`config.mk`:
```
export PLATFORM = sky130hd
export DESIGN_NAME = rc4_xor_stage_flat
export DESIGN_NICKNAME = d
export VERILOG_FILES = /design/src/rtl/rc4_xor_stage_if.sv /design/src/rtl/rc4_xor_stage.sv /design/src/flat_wrapper.sv
export SDC_FILE = /design/constraint.sdc
export NUM_CORES = 1
export LEC_CHECK = 0
export CORE_ASPECT_RATIO = 1.75
export CORE_MARGIN = 4
export CORE_UTILIZATION = 30
export CTS_BUF_LIST = sky130_fd_sc_hd__clkbuf_4 sky130_fd_sc_hd__clkbuf_8 sky130_fd_sc_hd__clkbuf_16
export CTS_CLUSTER_SIZE = 30
export DETAILED_ROUTE_END_ITERATION = 8
export PLACE_DENSITY = 0.53
export SETUP_SLACK_MARGIN = 0.3
export SLEW_MARGIN = 20
export SYNTH_ARGS = -nofsm -noshare
export SYNTH_HDL_FRONTEND = slang
export SYNTH_SLANG_ARGS = --single-unit
```
`constraint.sdc`:
```
create_clock -name clk -period 6.2 [get_ports clk]
set_clock_uncertainty 0.2 [all_clocks]
set_input_delay 1.24 -clock clk [delete_from_list [all_inputs] [get_ports clk]]
set_output_delay 1.24 -clock clk [all_outputs]
set_load 0.01 [all_outputs]
```
`src/rtl/rc4_xor_stage_if.sv`:
```
// Handshake and status bundle between the RC4 keystream XOR stage and its neighbours.
// The slave modport is the stage itself; the master side drives keystream and plaintext.
interface rc4_xor_stage_if;
  logic        ks_valid;
  logic [7:0]  ks_byte;
  logic        pt_valid;
  logic [7:0]  pt_data;
  logic        pt_ready;
  logic        ct_valid;
  logic [7:0]  ct_data;
  logic        ct_ready;
  logic        running;
  logic        overflow;
  logic [15:0] byte_count;

  modport master (
    output ks_valid, ks_byte, pt_valid, pt_data, ct_ready,
    input  pt_ready, ct_valid, ct_data, running, overflow, byte_count
  );

  modport slave (
    input  ks_valid, ks_byte, pt_valid, pt_data, ct_ready,
    output pt_ready, ct_valid, ct_data, running, overflow, byte_count
  );
endinterface

```
`src/rtl/rc4_xor_stage.sv`:
```
// RC4 keystream consumer: buffers the free-running PRGA bytes, optionally drops the first
// DROP_N of them, then XORs one keystream byte into each plaintext byte (valid/ready in and out).
module rc4_xor_stage #(
  parameter int FIFO_DEPTH = 16,
  parameter int DROP_N     = 0
) (
  input logic            clk,
  input logic            rst,
  rc4_xor_stage_if.slave bus
);
  localparam int          AW         = (FIFO_DEPTH > 2) ? $clog2(FIFO_DEPTH) : 1;
  localparam logic [AW:0] FULL_LEVEL = (AW+1)'(FIFO_DEPTH);
  localparam logic [15:0] DROP_LAST  = 16'(DROP_N);

  typedef enum logic [1:0] {
    IDLE = 2'd0,
    DROP = 2'd1,
    RUN  = 2'd2
  } state_t;

  state_t        state_reg;
  logic [15:0]   drop_cnt_reg;
  logic          running_reg;

  logic [7:0]    mem [FIFO_DEPTH];
  logic [AW-1:0] wr_ptr_reg;
  logic [AW-1:0] rd_ptr_reg;
  logic [AW:0]   level_reg;
  logic          overflow_reg;

  logic          ct_valid_reg;
  logic [7:0]    ct_data_reg;
  logic [15:0]   byte_count_reg;

  logic          fifo_full;
  logic          fifo_empty;
  logic          pt_ready;
  logic          push_req;
  logic          push;
  logic          pop;
  logic [7:0]    head;

  assign fifo_full  = (level_reg == FULL_LEVEL);
  assign fifo_empty = (level_reg == '0);
  assign head       = mem[rd_ptr_reg];

  // Ready depends only on registered state and the sink's ready, never on pt_valid.
  assign pt_ready = running_reg & ~fifo_empty & (~ct_valid_reg | bus.ct_ready);
  assign pop      = bus.pt_valid & pt_ready;

  // With no drop phase the byte seen on the IDLE->RUN edge is already keystream.
  always_comb begin
    push_req = 1'b0;
    case (state_reg)
      IDLE:    push_req = bus.ks_valid && (DROP_N == 0);
      RUN:     push_req = bus.ks_valid;
      default: push_req = 1'b0;
    endcase
  end

  // A full FIFO still accepts a byte when its head leaves in the same cycle.
  assign push = push_req & (~fifo_full | pop);

  always_ff @(posedge clk or posedge rst) begin
    if (rst) begin
      state_reg    <= IDLE;
      drop_cnt_reg <= '0;
      running_reg  <= 1'b0;
    end else begin
      case (state_reg)
        IDLE: begin
          if (bus.ks_valid) begin
            if (DROP_N > 0) begin
              drop_cnt_reg <= 16'd1;
            end
            if (DROP_N <= 1) begin
              state_reg   <= RUN;
              running_reg <= 1'b1;
            end else begin
              state_reg <= DROP;
            end
          end
        end
        DROP: begin
          if (bus.ks_valid) begin
            drop_cnt_reg <= drop_cnt_reg + 16'd1;
            if (drop_cnt_reg + 16'd1 == DROP_LAST) begin
              state_reg   <= RUN;
              running_reg <= 1'b1;
            end
          end
        end
        RUN: begin
          state_reg <= RUN;
        end
        default: begin
          state_reg   <= IDLE;
          running_reg <= 1'b0;
        end
      endcase
    end
  end

  always_ff @(posedge clk) begin
    if (push) begin
      mem[wr_ptr_reg] <= bus.ks_byte;
    end
  end

  always_ff @(posedge clk or posedge rst) begin
    if (rst) begin
      wr_ptr_reg   <= '0;
      rd_ptr_reg   <= '0;
      level_reg    <= '0;
      overflow_reg <= 1'b0;
    end else begin
      if (push) begin
        wr_ptr_reg <= wr_ptr_reg + 1'b1;
      end
      if (pop) begin
        rd_ptr_reg <= rd_ptr_reg + 1'b1;
      end
      case ({push, pop})
        2'b10:   level_reg <= level_reg + 1'b1;
        2'b01:   level_reg <= level_reg - 1'b1;
        default: level_reg <= level_reg;
      endcase
      if (push_req && !push) begin
        overflow_reg <= 1'b1;
      end
    end
  end

  // Output register: a new transfer may replace a byte that is handshaking this cycle.
  always_ff @(posedge clk or posedge rst) begin
    if (rst) begin
      ct_valid_reg   <= 1'b0;
      ct_data_reg    <= '0;
      byte_count_reg <= '0;
    end else begin
      if (pop) begin
        ct_valid_reg <= 1'b1;
        ct_data_reg  <= bus.pt_data ^ head;
      end else if (bus.ct_ready) begin
        ct_valid_reg <= 1'b0;
      end
      if (ct_valid_reg && bus.ct_ready) begin
        byte_count_reg <= byte_count_reg + 16'd1;
      end
    end
  end

  assign bus.pt_ready   = pt_ready;
  assign bus.ct_valid   = ct_valid_reg;
  assign bus.ct_data    = ct_data_reg;
  assign bus.running    = running_reg;
  assign bus.overflow   = overflow_reg;
  assign bus.byte_count = byte_count_reg;
endmodule
```
`src/flat_wrapper.sv`:
```
// flat-port wrapper written by rule: the top's interface ports become plain ports
module rc4_xor_stage_flat 
#(
  parameter int FIFO_DEPTH = 16,
  parameter int DROP_N     = 0
)
  (clk, rst, bus_ks_valid, bus_ks_byte, bus_pt_valid, bus_pt_data, bus_ct_ready, bus_pt_ready, bus_ct_valid, bus_ct_data, bus_running, bus_overflow, bus_byte_count);
  rc4_xor_stage_if bus_i ();
  input logic clk;
  input logic rst;
  input wire logic [$bits(bus_i.ks_valid)-1:0] bus_ks_valid;
  input wire logic [$bits(bus_i.ks_byte)-1:0] bus_ks_byte;
  input wire logic [$bits(bus_i.pt_valid)-1:0] bus_pt_valid;
  input wire logic [$bits(bus_i.pt_data)-1:0] bus_pt_data;
  input wire logic [$bits(bus_i.ct_ready)-1:0] bus_ct_ready;
  output wire logic [$bits(bus_i.pt_ready)-1:0] bus_pt_ready;
  output wire logic [$bits(bus_i.ct_valid)-1:0] bus_ct_valid;
  output wire logic [$bits(bus_i.ct_data)-1:0] bus_ct_data;
  output wire logic [$bits(bus_i.running)-1:0] bus_running;
  output wire logic [$bits(bus_i.overflow)-1:0] bus_overflow;
  output wire logic [$bits(bus_i.byte_count)-1:0] bus_byte_count;
  assign bus_i.ks_valid = bus_ks_valid;
  assign bus_i.ks_byte = bus_ks_byte;
  assign bus_i.pt_valid = bus_pt_valid;
  assign bus_i.pt_data = bus_pt_data;
  assign bus_i.ct_ready = bus_ct_ready;
  assign bus_pt_ready = bus_i.pt_ready;
  assign bus_ct_valid = bus_i.ct_valid;
  assign bus_ct_data = bus_i.ct_data;
  assign bus_running = bus_i.running;
  assign bus_overflow = bus_i.overflow;
  assign bus_byte_count = bus_i.byte_count;
  rc4_xor_stage #(.FIFO_DEPTH(FIFO_DEPTH), .DROP_N(DROP_N)) u_core (.clk(clk), .rst(rst), .bus(bus_i));
endmodule
```
Word level (Yosys, flattened, before mapping)
Memory sizes are Yosys's and may differ from the RTL's. Index checks and enable logic that the tools add are counted.

RAM bits: 128. Output and inout port bits: 28. Register bits: 58. Logic and storage cells: 62. Memories kept: 1. Bits of input ports: 21.

Memories: u_core.mem (words 16, bits a word 8, rd ports 1, clocked after Yosys merged registers in 0, write ports 1, RTL line rc4_xor_stage.sv:25) `logic [7:0] mem [FIFO_DEPTH];`.

Bitwise gates (word level): 11. Equality and inequality tests: 8. Mux-type cells: 14. Add/sub/neg operators: 6. Reduce and logical (&&, ||, !) cells: 12.

Operator list (number): $add A16 B1 Y16 const B (2); $logic_not A16 Y1 (1); $pmux W5 S2 (1); $add A4 B1 Y4 const B (2); $mux W1 (8); $xor A8 B8 Y8 (1); $mux W2 (3); $pmux W2 S3 (1); $add A5 B1 Y5 const B (1); $eq A5 B5 Y1 const B (1); $logic_not A5 Y1 (1); $sub A5 B1 Y5 const B (1); $and A1 B1 Y1 (4); $eq A2 B1 Y1 const B (2); $eq A2 B2 Y1 const B (2); $ne A2 B2 Y1 const B (2); $not A1 Y1 (4); $reduce_and A4 Y1 (1); $reduce_bool A2 Y1 (2); $pmux W1 S3 (1); $reduce_and A3 Y1 (1); $logic_and A1 B1 Y1 (2); $logic_not A2 Y1 (1); $ne A2 B1 Y1 const B (1); other kinds (4) (5).

Logic depth before layout (Yosys ltp)
Gate-level depths: netlist (run 1).

Word-level depth: 9. Depth in mapped cells: 11. Gate-level depth less buffers: 11.

Worst setup path after synthesis (run 1)
OpenSTA, ideal clock, no wires.

Kind: input-to-reg. Start point: input bus_ct_ready. End point: register u_core.level_reg[4]. Setup slack: 2.779 ns. Cell stages on the path: 11. Data required time: 5.862 ns. Path buffers: 0. Arrival time: 3.083 ns. Setup time: 0.138 ns. Path through: nand2b_1 nand3_1 nor2_1 nand2_1 inv_1 ha_1 nor2b_1 o21a_1 or4_1 nand3_1 o221ai_1.

Longest elaborated chain between the ends: 7. Elaborated cells between the ends (all ways): 9. Those cells by class: 2 x eq/ne; 1 x mux; 5 x bitwise; 1 x reduce/logical.

Ends and longest elaborated chain: from (decl) (RTL line flat_wrapper.sv:15) `input wire logic [$bits(bus_i.ct_ready)-1:0] bus_ct_ready;`; $or A1 B1 Y1 (*) (RTL line rc4_xor_stage.sv:48) `assign pt_ready = running_reg & ~fifo_empty & (~ct_valid_reg | bus.ct_ready);`; $and A1 B1 Y1 (*) (RTL line rc4_xor_stage.sv:48); $and A1 B1 Y1 (*) (RTL line rc4_xor_stage.sv:49) `assign pop = bus.pt_valid & pt_ready;`; $or A1 B1 Y1 (RTL line rc4_xor_stage.sv:62) `assign push = push_req & (~fifo_full | pop);`; $and A1 B1 Y1 (RTL line rc4_xor_stage.sv:62); $eq A2 B1 Y1 or $eq A2 B2 Y1 (tied branches) (RTL line rc4_xor_stage.sv:123) `case ({push, pop})`; $pmux W5 S2 or $reduce_bool A2 Y1 (tied branches); to (signal assigned) (RTL line rc4_xor_stage.sv:124) `2'b10: level_reg <= level_reg + 1'b1;`; to (signal assigned) (RTL line rc4_xor_stage.sv:125) `2'b01: level_reg <= level_reg - 1'b1;`; to (signal assigned) (RTL line rc4_xor_stage.sv:126) `default: level_reg <= level_reg;`; to (decl) (RTL line rc4_xor_stage.sv:28) `logic [AW:0] level_reg;`.

Every way passes the cells marked *; elsewhere a longest branch is shown, timed or not. A chain may end at the register's enable or synchronous reset.

Worst setup path in the final report (run 1)
Start point: input bus_ct_ready. End point: output bus_pt_ready.

Longest elaborated chain between the ends: 2.

Ends and longest elaborated chain: $or A1 B1 Y1 (RTL line rc4_xor_stage.sv:48); $and A1 B1 Y1 (RTL line rc4_xor_stage.sv:48); to (decl) (RTL line flat_wrapper.sv:16) `output wire logic [$bits(bus_i.pt_ready)-1:0] bus_pt_ready;`.

No other way between the ends.

==> flow_summary.ini, run 1 <==
[setup_path]
start_kind = input pin
r2r-start = u_core.level_reg[0]$_DFFE_PP0P_
reg2reg_depth = 11
r2r_slack_ns = 3.10
endpoint_kind = output pin
cp_max_fo = 5
crit_arrival_ns = 2.77
cp_data_required_time_ns = 4.76
r2r_end = u_core.level_reg[4]$_DFFE_PP0P_
path_class = input pin to output pin

[power]
pwr-share-seq_pct = 43.5
netSwitchingFraction_pct = 30.3
p_comb_share_pct = 27.8
power.internal_w = 0.00252
peakVddDrop_uv = 186
clkPwrFrac_pct = 28.7
power.switching_w = 0.00109
p_total_w = 0.00361
p_per_area_nw_per_um2 = 433
leakage_nw = 2.87

[cts]
tritoncts = built
cts_resized = 0
htreeDepth = 4
cts.sinks = 169
path_clk_slew_ns = 0.06
cts_hold_buf = 0
clockBufferDepth = 2
clock_latency_ns = 0.42
cts_root_buffer = clkbuf_16
numCtsBuffers = 17
cts_setup_buffers = 0

[place]
io_buffer_count = 48
gp_congestion = 0.712
pre_cts_ws_ns = 1.83
dp_hpwl_um = 10400
placed_cell_area_um2 = 7770

[worst_hold_path]
worstHoldPathType = flip-flop to flip-flop
min_path_cells = 1
hold_path_end = u_core.bus.running$_DFFE_PP0P_
hp-start = u_core.state_reg[1]$_DFFE_PP0P_

[drt]
drc = 0
drt_iter0_markers = 196
wl_um = 14700
wire_per_inst_um = 18.9
first_pass_iters = 4
viasPerCell = 4.71
vias = 3658
postRouteAntennaNets = 0

[global_route]
met3_usage_pct = 2.02
top_usage_layer = met2
globalRouteMet2Util_pct = 23.8
grt_pass1_vias = 4041
grt_pass1_wl_um = 22900
grt_antenna_before_repair = 0
use_met1_pct = 11.9
track_usage_pct = 12.1
grt_max_degree = 42
gr-total-overflow = 0

[synth]
synth-edff-count = 128
ys_types = 45
synthesis.area_um2 = 6980
synth_flop_cell = edfxtp_1
ys_ff_latch = 169
async_reset_ff_share_pct = 24.3
synth_area_per_cell_um2 = 17.2
syn_nets = 437
syn_inst = 406
ys_warn_count = 0
yosysSeqAreaShare_pct = 69.7

[sta]
setup_viol = 0
hold_viol_final = 0
setup_ws_ns = 1.99
tightest_slew_ns = 0.900
finalSetupTns_ns = 0
fmax_mhz = 237
period_share_pct = 67.9
fin_crit_ns = 4.21
rsz0062_at_grt = no
relSlewSlack_pct = 40.0
slew_viol_final = 0

[run]
maxCapViolCount = 0

[cells_and_area]
fin_area_um2 = 8350
syn_to_final_growth_pct = 19.6
largest_reg_flops = 128
drive_above_1_share_pct = 17.0
final_common_cell = edfxtp_1
n_antenna_cell = 0
final_cell_mix = 128 x edfxtp_1, 48 x clkdlybuf4s50_1, 40 x dfrtp_1
final_nets = 495

[floorplan]
die_x_um = 123
placementRows = 73
ios = 49
die_height_um = 210
design.core.area_um2 = 22800
initial_utilization_pct = 30.6
die-area_um2 = 25900

[status]
status = complete, no violations
[Yosys cell counts, drive strengths merged, types with 7 or more instances]
| cell type | number | share of area (%) |
|---|---|---|
| buf | 14 | 1.6 |
| inv | 12 | 0.65 |
| edfxtp | 128 | 55 |
| o21ai | 13 | 1.1 |
| o22ai | 8 | 0.72 |
| nand2 | 28 | 1.5 |
| nand3 | 7 | 0.50 |
| xnor2 | 30 | 3.8 |
| mux2i | 9 | 1.3 |
| nor2 | 15 | 0.81 |
| mux4 | 32 | 10 |
| dfrtp | 41 | 15 |
| a21oi | 9 | 0.65 |
| ha | 9 | 1.6 |
| and3 | 11 | 0.99 |
[stage by stage]
step                hold slack (ns)  cells  util, %
detailed placement            0.233    745     34.0
global placement              0.223    745     34.0
global route                  0.270    777     36.6
finish                        0.235    777     36.6
CTS                           0.241    777     36.6
floorplan                     0.211    406        -
[worst max path at each step]
stage | start | endpoint | slack, ns
6_report | bus_ct_ready | bus_pt_ready | 1.99
3_3_place_gp | bus_ct_ready | u_core.level_reg[4]$_DFFE_PP0P_ | 1.95
3_5_place_dp | bus_ct_ready | u_core.level_reg[4]$_DFFE_PP0P_ | 1.83
2_1_floorplan | bus_ct_ready | u_core.level_reg[4]$_DFFE_PP0P_ | 2.78
4_1_cts | bus_ct_ready | bus_pt_ready | 1.98
5_1_grt | bus_ct_ready | bus_pt_ready | 1.87
[power groups by stage]
stage | combinational, W | sequential (W) | clock, W
after floorplan | 0.000791 | 0.00152 | 0
final | 0.00101 | 0.00157 | 0.00104
after global routing | 0.00111 | 0.00160 | 0.00112
after detailed placement | 0.00103 | 0.00160 | 0
after global placement | 0.00101 | 0.00159 | 0
after CTS | 0.00103 | 0.00158 | 0.00107
[kinds of logic after synthesis]
logic type / count (synthesis) / synth area share, %
buffers and inverters: 28 / 2.40
muxes: 44 / 12.2
adders and majority gates: 10 / 1.90
xor gates and xnor gates: 32 / 4.01
AOI/OAI and AO/OA: 39 / 3.51
and+or+nand+nor: 84 / 6.22
DFF: 169 / 69.7
[final cells by class]
type / instances / area [um2]
clock inverters: 14 / 151
repair buffers: 55 / 533
multi-input cells: 209 / 1940
flip-flops and latches: 169 / 4870
clock buffers: 18 / 433
fillers: 2138 / 14500
well taps: 300 / 375
inverters: 12 / 45.0
[critical path, stage by stage]
cell	delay [ns]
clkdlybuf4s50_1	0.53
nand2b_1	0.27
nand2_1	0.08
nor2_1	0.10
clkdlybuf4s50_1	0.55
[per-layer routing]
metal | vias up | routed length, um
li1 | 1676 | -
met2 | 87 | 8740
met1 | 1875 | 5100
met5 | - | 0
met4 | 0 | 374
met3 | 20 | 448
Power figures use the tool's default switching activity.
==> inputs of run 2 (changes only) <==
- clock period: 6.2 -> 4 ns (I/O delays scaled with it)
==> run 2 against run 1 <==
Via count increased by 0.11%. Clock-buffer cell count unchanged. Register-to-register slack lost 2.1 ns. Critical endpoint unchanged. Combinational power is 50% higher. Hold slack worse by 0.0025 ns. Critical path type unchanged. Cell area up 0.19%. Power up 53%. Global-route usage shrank 0.10 points. Die area stayed put. Cell count grew 0.77%. First-iteration DRC count is 39% higher. Non-clock buffer count grew 6.
==> flow_summary.ini, run 2 (synthesis results as in run 1) <==
[sta]
fin_crit_ns = 3.32
hold_viol_final = 0
rsz0062_at_grt = no
tightest_slew_ns = 0.936
finalSetupTns_ns = 0
slew_viol_final = 0
setup_viol = 0
period_share_pct = 83.0
relSlewSlack_pct = 37.6
setup_ws_ns = 0.680
fmax_mhz = 301

[cts]
cts_hold_buf = 0
htreeDepth = 4
path_clk_slew_ns = 0.06
clockBufferDepth = 2
tritoncts = built
cts_resized = 0
clock_latency_ns = 0.42
cts_root_buffer = clkbuf_16
cts.sinks = 169
cts_setup_buffers = 0
numCtsBuffers = 17

[setup_path]
crit_path_max_incr_delay_ns = 0.55
cp_data_required_time_ns = 3.00
critical_path.slowest_cell = clkdlybuf4s50_1
r2r_slack_ns = 0.98
r2r_end = u_core.level_reg[4]$_DFFE_PP0P_
path_common_cell = clkdlybuf4s50_1
endpoint_kind = output pin
start_kind = input pin
reg2reg_depth = 11
path_class = input pin to output pin
crit_arrival_ns = 2.32
cp_max_fo = 5
r2r-start = u_core.level_reg[0]$_DFFE_PP0P_
critical_path.startpoint = bus_ct_ready
path_cells = clkdlybuf4s50_1 > nand2b_1 > nand2_1 > nor2_1 > clkdlybuf4s50_1
crit_end = bus_pt_ready

[place]
pre_cts_ws_ns = 0.251
gp_congestion = 0.742
dp_hpwl_um = 10200
io_buffer_count = 48
place_inst = 751

[cells_and_area]
final_nets = 501
drive_above_1_share_pct = 18.0
final_common_cell = edfxtp_1
final_core_util_pct = 36.7
n_antenna_cell = 0
largest_reg_flops = 128
final_cell_mix = 128 x edfxtp_1, 48 x clkdlybuf4s50_1, 40 x dfrtp_1
syn_to_final_growth_pct = 19.9
fin_cells = 783

[drt]
drt_iter0_markers = 273
wire_per_inst_um = 18.5
postRouteAntennaNets = 0
viasPerCell = 4.68
first_pass_iters = 4
vias = 3662
wl_um = 14500
drc = 0

[run]
maxCapViolCount = 0

[status]
status = complete, no violations

[worst_hold_path]
worstHoldPathType = flip-flop to flip-flop

[floorplan]
design.core.area_um2 = 22800
placementRows = 73
die_x_um = 123
ios = 49
die_height_um = 210
die-area_um2 = 25900
initial_utilization_pct = 30.6

[power]
p_per_area_nw_per_um2 = 662
leakage_nw = 2.89
peakVddDrop_uv = 293
p_total_w = 0.00554

[global_route]
gr-total-overflow = 0
grt_max_degree = 42
track_usage_pct = 12.0
grt_pass1_wl_um = 22900
grt_pass1_vias = 3934
grt_antenna_before_repair = 0
## run 2: cell type report
| type | count | area [um2] |
|---|---|---|
| sequential | 169 | 4870 |
| tap | 300 | 375 |
| multi-input combinational | 209 | 1940 |
| inverter | 12 | 45.0 |
| timing repair buffer | 61 | 578 |
| clock buffer | 18 | 433 |
| clock inverter | 14 | 123 |
| fill | 2123 | 14500 |
## run 2: worst min path at each step
stage,depth (start not counted),start,end,slack (ns)
2_1_floorplan,1,u_core.state_reg[1]$_DFFE_PP0P_,u_core.bus.running$_DFFE_PP0P_,0.21
3_3_place_gp,1,u_core.state_reg[1]$_DFFE_PP0P_,u_core.bus.running$_DFFE_PP0P_,0.23
3_5_place_dp,1,u_core.state_reg[1]$_DFFE_PP0P_,u_core.bus.running$_DFFE_PP0P_,0.23
4_1_cts,1,u_core.state_reg[1]$_DFFE_PP0P_,u_core.bus.running$_DFFE_PP0P_,0.24
5_1_grt,1,u_core.state_reg[1]$_DFFE_PP0P_,u_core.bus.running$_DFFE_PP0P_,0.24
6_report,1,u_core.state_reg[1]$_DFFE_PP0P_,u_core.bus.running$_DFFE_PP0P_,0.23
## run 2: stage by stage
stage	hold slack, ns	cell area (um2)
2_1_floorplan	0.211	6980
3_5_place_dp	0.229	7810
4_1_cts	0.238	8370
6_report	0.233	8370
5_1_grt	0.244	8370
3_3_place_gp	0.226	7810
## run 2: per-layer routing
metal | global-route usage, % | share of wire (%) | vias to the layer above
li1 | - | - | 1690
met2 | 23.4 | 60 | 75
met5 | 0 | 0 | -
met4 | 4.28 | 1.2 | 0
met1 | 12.1 | 35 | 1888
met3 | 2.43 | 3.9 | 9
## run 2: critical path, delay by kind of cell
family,cells,cell delay [ns]
buf+inv,2,1.06
simple gates,3,0.46
## run 2: where the power goes
| part | switching, W | internal, W | total [W] |
|---|---|---|---|
| clock network | 0.000684 | 0.000866 | 0.00155 |
| registers | 0.000307 | 0.00216 | 0.00247 |
| logic | 0.000694 | 0.000825 | 0.00152 |
| total | 0.00168 | 0.00385 | 0.00554 |
==> RTL change: new RTL, flow settings as in run 2 <==
Encoding of `state_t`: now one-hot (3 bits for 3 states).
--- a/src/rtl/rc4_xor_stage.sv
+++ b/src/rtl/rc4_xor_stage.sv
@@ -13,8 +13,8 @@
   localparam logic [15:0] DROP_LAST  = 16'(DROP_N);
 
-  typedef enum logic [1:0] {
-    IDLE = 2'd0,
-    DROP = 2'd1,
-    RUN  = 2'd2
+  typedef enum logic [2:0] {
+    IDLE = 3'b001,
+    DROP = 3'b010,
+    RUN  = 3'b100
   } state_t;
 
Function: no difference found for any inputs over 4 cycles, from zero or initial values and one cycle with rst high; so few cycles prove little.
==> RTL change against run 2 <==
- utilization is essentially flat
- worst setup slack lost 0.087 ns
- synthesized area grew 0.18%
- worst hold slack improved by 0.039 ns
- sequential cell count grew 1
- design area barely moved
- non-clock buffer count down 8
- wire length up 1.7%
Power is not compared: it rests on default switching activity, and its combinational part moved more than twofold at a synthesized area within 25%.
==> RTL change: results (changes against run 2) <==
- Run status: complete, no violations
- Ranking of synthesized cells by area: edfxtp_1 55%, dfrtp_1 15%, mux4_2 10%
- Met2 usage: 22.89% (-0.56 points)
- Iteration-0 DRC Markers: 213 (-22%)
- Sequential cell area share: 58.49% (+0.29 points)
- Multi-input logic area: 0.001991 mm² (+2.4%)
- Sequential cell count: 170 (+0.59%)
- R2R setup slack: 0.79 ns (-0.19 ns)
- Pin count of the biggest net entering global routing: 43 (+2.4%)
- Vias per std cell: 4.684 (+0.16%)
- R2r worst-path depth: 10 (-1)
- Filler cell count: 2145 (+1.0%)
- Layout cells sized above 1: 17.02% (-1.0 points)
- Met3 usage: 2.765% (+0.34 points)
- Routability cong.: 0.7312 (-1.4%)
- Number of non-clock buffers in the layout: 53 (-13%)
- Worst Setup Slack, final: 0.5930 ns (-0.08723 ns)
- Worst-margin pin slew: 1.004 ns (+0.06779 ns)
- Aggregate global-route resource usage: 12.16% (+0.18 points)
- Cell variety after synth: 43 (-4.4%)
- First-pass iteration count of the detailed router: 6 (+2)
- Asr flop ratio synth: 24.71% (+0.45 points)
- Signal inverters: 8 (-4)
- Post-Synthesis Net Count: 439 (+0.46%)
- Drt total wl: 14.70 mm (+1.7%)
==> RTL change: changes by cell type after synthesis, moves of 5 or more <==
cell,run 2,this run
o21ai_0,0,12
o21ai_1,10,0
and2_1,0,8
nor2_1,15,7
buf_6,5,0
==> RTL change: worst paths after layout <==
check,startpoint,end
worst min-delay path,u_core.bus.byte_count[15],u_core.bus.byte_count[15]
max in group asynchronous,rst,u_core.wr_ptr_reg[1]
worst min register to register,u_core.bus.byte_count[15],u_core.bus.byte_count[15]
min in group asynchronous,rst,u_core.bus.byte_count[3]
worst max-delay path,bus_ct_ready,bus_pt_ready
worst max register to register,u_core.state_reg[0],u_core.level_reg[4]
==> RTL change: power by group through the flow <==
stage | Combinational [mW] | Clock (mW) | Sequential, mW
after global routing | 0.507 | 1.66 | 2.20
after CTS | 0.466 | 1.59 | 2.18
after detailed placement | 0.463 | 0 | 2.22
after floorplan | 0.309 | 0 | 2.18
final | 0.451 | 1.55 | 2.18
after global placement | 0.454 | 0 | 2.21
==> RTL change: per-stage QoR <==
stage	total power, mW	cell area, µm²	hold slack [ns]	std cells
after floorplan	2.487	6994	0.2890	406
after global placement	2.662	7810	0.2633	744
after detailed placement	2.682	7810	0.2676	744
after CTS	4.236	8371	0.2792	776
after global routing	4.371	8371	0.2954	776
final	4.185	8371	0.2723	776
==> RTL change: layer usage <==
layer	vias to the layer above	share of wire, %
met1	1875	35
met5	-	0
met2	67	59
met3	17	3.1
li1	1676	-
met4	0	3.1
==> RTL change: cell families after synthesis <==
family,Yosys count,share of synthesized area [%]
AO/OA/AOI/OAI,38,3.506
AND/OR/NAND/NOR,86,6.458
adder cells (fa/ha/maj),12,2.254
multiplexers,45,12.24
flip-flops,170,70.00
XOR/XNOR,32,4.007
buffers and inverters,23,1.538
